<file path="config.mk">
export PLATFORM = sky130hd
export DESIGN_NAME = inst_fetch_queue
export DESIGN_NICKNAME = d
export VERILOG_FILES = /design/src/rtl/inst_fetch_queue.sv
export SDC_FILE = /design/constraint.sdc
export NUM_CORES = 1
export LEC_CHECK = 0
export ABC_AREA = 0
export CAP_MARGIN = 20
export CORE_MARGIN = 4
export CORE_UTILIZATION = 30
export CTS_CLUSTER_SIZE = 25
export DETAILED_ROUTE_END_ITERATION = 12
export GPL_TIMING_DRIVEN = 0
export SLEW_MARGIN = 20
export SYNTH_ARGS = -nofsm -noshare
export SYNTH_HDL_FRONTEND = slang
export SYNTH_SLANG_ARGS = --single-unit
</file>
<file path="constraint.sdc">
create_clock -name clk -period 7.27 [get_ports clk]
set_input_delay 1.0905 -clock clk [delete_from_list [all_inputs] [get_ports clk]]
set_output_delay 1.0905 -clock clk [all_outputs]
set_load 0.02 [all_outputs]
</file>
<file path="src/rtl/inst_fetch_queue.sv">
// inst_fetch_queue: sequential instruction prefetch buffer in front of IF/ID.
// Issues word fetches over a req/ack handshake, buffers {inst, pc+4} pairs in a
// small FIFO, and flushes/restarts on a PC redirect. Requests are credit-limited
// so every ack always finds a free slot.
module inst_fetch_queue #(
    parameter int          DEPTH    = 4,
    parameter logic [31:0] RESET_PC = 32'h0
) (
    input  logic                       clk,
    input  logic                       Reset_n,
    input  logic                       Redirect,
    input  logic [31:0]                Redirect_PC,
    output logic                       Mem_req,
    output logic [31:0]                Mem_addr,
    input  logic                       Mem_ack,
    input  logic [31:0]                Mem_rdata,
    output logic                       Inst_valid,
    output logic [31:0]                Inst,
    output logic [31:0]                Inst_PCP4,
    input  logic                       Inst_take,
    output logic [$clog2(DEPTH+1)-1:0] Count
);

    localparam int PTR_W = $clog2(DEPTH);
    localparam int CNT_W = $clog2(DEPTH + 1);

    logic [31:0]      fetch_pc;
    logic             discard;
    logic [PTR_W-1:0] wr_ptr;
    logic [PTR_W-1:0] rd_ptr;
    logic [CNT_W-1:0] count;
    logic [CNT_W-1:0] count_nxt;
    logic [31:0]      inst_mem [DEPTH];
    logic [31:0]      pcp4_mem [DEPTH];
    logic [31:0]      redirect_word;
    logic             ack;
    logic             push;
    logic             pop;
    logic             issue;

    // Sequential word address; wraps modulo 2^32.
    function automatic logic [31:0] next_word(input logic [31:0] addr);
        return addr + 32'd4;
    endfunction

    assign redirect_word = Redirect_PC & 32'hFFFF_FFFC;

    // Handshake decode, occupancy update and credit check for the next request.
    // A new request may only start once no request is outstanding after this
    // edge, and only when the post-push/pop count leaves room for its data.
    always_comb begin
        ack       = Mem_req & Mem_ack;
        push      = ack & ~discard & ~Redirect;
        pop       = Inst_valid & Inst_take & ~Redirect;
        count_nxt = count;
        if (Redirect) begin
            count_nxt = '0;
        end else if (push && !pop) begin
            count_nxt = count + CNT_W'(1);
        end else if (pop && !push) begin
            count_nxt = count - CNT_W'(1);
        end
        issue = ~Redirect & (~Mem_req | ack) & (count_nxt < CNT_W'(DEPTH));
    end

    // Control state: request handshake, fetch PC, stale-data flag, FIFO pointers.
    // A request that is still outstanding at a redirect is held until acked and
    // its data dropped; a redirect on the ack cycle simply drops the data.
    always_ff @(posedge clk) begin
        if (!Reset_n) begin
            Mem_req  <= 1'b0;
            Mem_addr <= 32'h0;
            fetch_pc <= RESET_PC;
            discard  <= 1'b0;
            wr_ptr   <= '0;
            rd_ptr   <= '0;
            count    <= '0;
        end else begin
            count <= count_nxt;
            if (Redirect) begin
                wr_ptr   <= '0;
                rd_ptr   <= '0;
                fetch_pc <= redirect_word;
                discard  <= Mem_req & ~Mem_ack;
                Mem_req  <= Mem_req & ~Mem_ack;
            end else begin
                if (push) begin
                    wr_ptr <= wr_ptr + PTR_W'(1);
                end
                if (pop) begin
                    rd_ptr <= rd_ptr + PTR_W'(1);
                end
                if (ack) begin
                    discard <= 1'b0;
                end
                Mem_req <= issue | (Mem_req & ~ack);
                if (issue) begin
                    Mem_addr <= fetch_pc;
                    fetch_pc <= next_word(fetch_pc);
                end
            end
        end
    end

    // Queue storage; contents are only meaningful below count, so no reset.
    always_ff @(posedge clk) begin
        if (push) begin
            inst_mem[wr_ptr] <= Mem_rdata;
            pcp4_mem[wr_ptr] <= next_word(Mem_addr);
        end
    end

    assign Count      = count;
    assign Inst_valid = (count != '0);
    assign Inst       = Inst_valid ? inst_mem[rd_ptr] : 32'h0;
    assign Inst_PCP4  = Inst_valid ? pcp4_mem[rd_ptr] : 32'h0;

endmodule

</file>
======== After elaboration in Yosys (flattened, before gate mapping) ========
Memory sizes are Yosys's and may differ from the RTL's. A register that Yosys moved wholly into a read port is not among the register bits.
Cells that the tools add are included.
W data, S select, Z words.
cells by class
  $add $sub $neg .......................... 6
  $mul .................................... 0
  divide/modulo/power cells ............... 0
  magnitude comparators ................... 1
  eq/ne operators ......................... 0
  shifts and indexed selects .............. 0
  mux-type cells .......................... 16
  bitwise operators ....................... 17
  reduce and logical (&&, ||, !) cells .... 9
operator list
  cell                     number
  $mux W32                 4
  $add A32 B3 Y32 const B  2
  $and A1 B1 Y1            9
  $mux W3                  3
  $mux W2                  4
  $not A1 Y1               6
  $mux W1                  5
  $add A2 B1 Y2 const B    2
  $reduce_bool A2 Y1       2
  $add A3 B1 Y3 const B    1
  $lt A3 B3 Y1 const B     1
  $reduce_bool A3 Y1       1
  $sub A3 B1 Y3 const B    1
  $logic_and A1 B1 Y1      2
  $logic_not A1 Y1         2
  $or A1 B1 Y1             2
  $reduce_and A2 Y1        1
  $reduce_or A2 Y1         1
storage, ports and cells
  register bits ........................... 73
  latch bits .............................. 0
  bits in writable memories ............... 256
  memory bits (read-only) ................. 0
  input port bits ......................... 69
  memories ................................ 2
memories
  memory    words  width  rd ports  clocked after Yosys merged registers in  write ports  line  RTL
  inst_mem  4      32     1         1                                        1            33    logic [31:0] inst_mem [DEPTH];
  pcp4_mem  4      32     1         1                                        1            34    logic [31:0] pcp4_mem [DEPTH];

======== Depth between registers and ports, before layout ========
  depth in word-level cells ............... 12
  mapped depth ............................ 15

======== Worst setup path before layout ========
OpenSTA, ideal clock, no wires.
  path kind ............................... in2reg
  from .................................... input Redirect
  to ...................................... memory inst_mem[0][0], enable pin
  arrival ................................. 3097 ps
  setup slack ............................. 3747 ps
  stages on the path ...................... 4
  path buffers ............................ 1
  cell sequence ........................... nor2_1 > and3_1 > clkbuf_1 > and2_1
on the way
  cells in the longest elaborated chain, start to end .. 4
ends and longest elaborated chain
  element                        line  RTL
  start, declared                11    input logic Redirect,
  $not A1 Y1 (no source line)    --
  $and A1 B1 Y1                  53    push = ack & ~discard & ~Redirect;
  net push                       37    logic push;
  $mux W1                        107   if (push) begin
  $mux W1 (not written as such)  108   inst_mem[wr_ptr] <= Mem_rdata;
  end, declared                  33
The timed path passes the listed nets, and every way through them passes these cells.

======== Final worst setup path ========
  from .................................... register count[0], in the netlist Count[0]
  to ...................................... output Inst_PCP4[8]
on the way
  cells in the longest elaborated chain, start to end .. 2
ends and longest elaborated chain
  element                 line  RTL
  start, declared         31    logic [CNT_W-1:0] count;
  start signal, assigned  79    count <= count_nxt;
  $reduce_bool A3 Y1      114   assign Inst_valid = (count != '0);
  $mux W32                116   assign Inst_PCP4 = Inst_valid ? pcp4_mem[rd_ptr] : 32'h0;
  end, declared           19    output logic [31:0] Inst_PCP4,
Every way passes these cells.

==> out/metrics.cfg <==
[synthesis]
yosys_warnings = 0
synth_edf_count = 248
syn_area_um2 = 13280
synth_cells = 888
synth-async-reset-ratio_pct = 0
synth_common_cells = edfxtp_1 (248), nand2_1 (83), dfxtp_1 (71), and2_1 (69), mux4_2 (62)
synth_area_leader_cell = edfxtp_1
synth_flop_cell = edfxtp_1
yosysMostFrequentCell = edfxtp_1
syn_area_per_cell_um2 = 14.95
yosys.area.top_type_share_pct = 56.09
synth_seq_cells = 319
synth_area_leaders = edfxtp_1 (56%), dfxtp_1 (11%), mux4_2 (11%), and2_1 (3.3%), xnor2_1 (2.9%)
synthDistinctLibCells = 55
synth_seq_area_share_pct = 66.79

[sta]
whs_ns = 0.4854
finalSetupTns_ns = 0
fin_skew_ns = 0.01375
slew_viol_final = 0
tightest_slew_ns = 0.9619
maxSlewHeadroom_pct = 35.87
setup_violations = 0
period_needed_ns = 4.404
rsz0062_at_grt = no
setup_ws_ns = 2.866
period_share_pct = 60.58
timing.fmax_mhz = 227.1
final_hold_viol_count = 0

[drt]
drtIter0Drc = 463
wl_met1_um = 13800
route.met3.wl_um = 2004
routed.top_layer = met4
wl_met2_um = 14830
first_pass_iters = 5
viasPerCell = 4.588
wl_per_cell_um = 18.27
post-route-drc-count = 0
ant_nets = 0
drt-total-wl_um = 31240
vias = 7845

[critical_path]
crit_top_cell = clkbuf_1
required_ns = 6.18
cpPeakStageDelay_ns = 0.71
crit_slowest_cell = clkbuf_1
cp_max_fo = 10
path_cells = inv_1, ha_1, nand2b_1, clkbuf_1, clkbuf_1, and2_1, clkdlybuf4s50_1
arrival_ns = 3.31
crit_type = reg2out
endpoint_kind = output port
startpoint_type = register

[pwr]
p_per_area_nw_per_um2 = 233.7
peakVddDrop_v = 0.0001425
power_leakage_nw = 5.383

[clock_tree]
cts.sinks = 319
cts_inserted_buffers = 37
htree_levels = 2
cts_tree = yes
ctsResizeCount = 0
hold_buffers = 0
clock_latency_ns = 0.53
postCtsSetupBuffers = 0
cts-root-buf = clkbuf_16
clock_path_buffers = 3
cts.clk_slew.worst_paths_ns = 0.06

[die]
dieArea_um2 = 47690
core.rowCount = 76
dieHeight_um = 218.4
core_um2 = 43460
die_w_um = 218.4
io_pins = 170
start_util_pct = 30.55

[run_status]
status = finished clean

[global_routing]
grt_pass1_wl_um = 47470
grt_overflow = 0
grt_max_degree = 39
grt_util_all_layers_pct = 12.98
first_global_vias = 8024
antenna_found_initial = 0

[final_layout]
nFillCells = 4125
syn2layout_area_growth_pct = 27.10
postLayoutCoreUtil_pct = 38.83
nNetsFinal = 1177
drive_above_1_share_pct = 14.04
antenna_cells = 0

[run]
cap_viol_max_count = 0

[worst_hold_path]
holdCritPathClass = reg2reg

[placed_design]
place_congestion = 0.8508
port_buffers = 163
preCtsSetupSlack_ns = 2.982
dpl.hpwl_um = 21730

==> cell type report <==
type	instances	area, µm²	area share (%)
clock buffer	45	955.9	5.664
timing repair buffer	167	1719	10.19
buffer	50	246.5	1.461
multi-input combinational	504	4116	24.39
sequential	319	8869	52.55
inverter	18	67.56	0.4004
tap	585	732.0	4.337
clock inverter	22	170.2	1.008
==> report_power, final <==
part	switching, mW	total, mW	internal, mW
clock network	0.714	1.73	1.01
registers	0.0340	2.02	1.99
logic	0.0999	0.194	0.0939
==> cell usage in the layout, fill, tap and decap left out, drive strengths merged, types with 15 or more instances in the layout <==
cell / netlist / final
mux4: 62 / 62
clkinv: 1 / 17
nand3: 19 / 19
nand4: 15 / 15
buf: 17 / 21
inv: 17 / 19
nand2: 83 / 83
o21ai: 32 / 32
and2: 69 / 69
dfxtp: 71 / 71
nor2: 23 / 23
clkdlybuf4s50: 0 / 163
nor3: 18 / 18
a21oi: 57 / 57
xnor2: 44 / 44
clkbuf: 32 / 77
edfxtp: 248 / 248
==> worst paths after layout <==
check / cells after the start / from / slack, ns / end
worst max-delay path: 7 / Count[0] / 2.87 / Inst_PCP4[8]
worst max register to register: 15 / Count[0] / 3.49 / fetch_pc[3]
worst min-delay path: 2 / Mem_addr[27] / 0.49 / Mem_addr[27]
worst min register to register: 2 / Mem_addr[27] / 0.49 / Mem_addr[27]
==> worst max-delay path: cells and delay by family (launching register included) <==
| kind | cells | cell delay (ns) |
|---|---|---|
| DFF | 1 | 0.41 |
| buffers and inverters | 4 | 1.91 |
| and+or+nand+nor | 2 | 0.25 |
| adders and majority gates | 1 | 0.20 |
==> through the flow <==
step	instances	total power [mW]	instance area (µm²)
finish	1710	3.944	16880
global placement	1639	2.253	15650
floorplan	891	2.150	13290
CTS	1710	3.998	16880
detailed placement	1643	2.258	15750
global route	1710	4.102	16880
==> registers in the layout, indices dropped and copies added, names as in the netlist, named ones only <==
| name | cells |
|---|---|
| inst_mem | 128 |
| wr_ptr | 2 |
| discard | 1 |
| Count | 3 |
| fetch_pc | 30 |
| pcp4_mem | 120 |
| Mem_req | 1 |
| Mem_addr | 30 |
| rd_ptr | 2 |
==> cells by family after synthesis <==
family / count (synthesis) / share of synthesized area [%]
compound gates: 101 / 4.193
xor+xnor: 57 / 3.760
fa+ha+maj: 11 / 1.037
buf+inv: 68 / 2.365
flops: 319 / 66.79
mux: 65 / 10.75
other cells: 1 / 0.02824
simple gates: 266 / 11.07
==> routing by layer <==
layer / vias up / track usage, %
li1: 3755 / -
met1: 3826 / 17.30
met2: 225 / 21.34
met3: 39 / 3.059
met4: 0 / 3.623
met5: - / 0
Note: power is estimated with default switching activity, not from simulation.
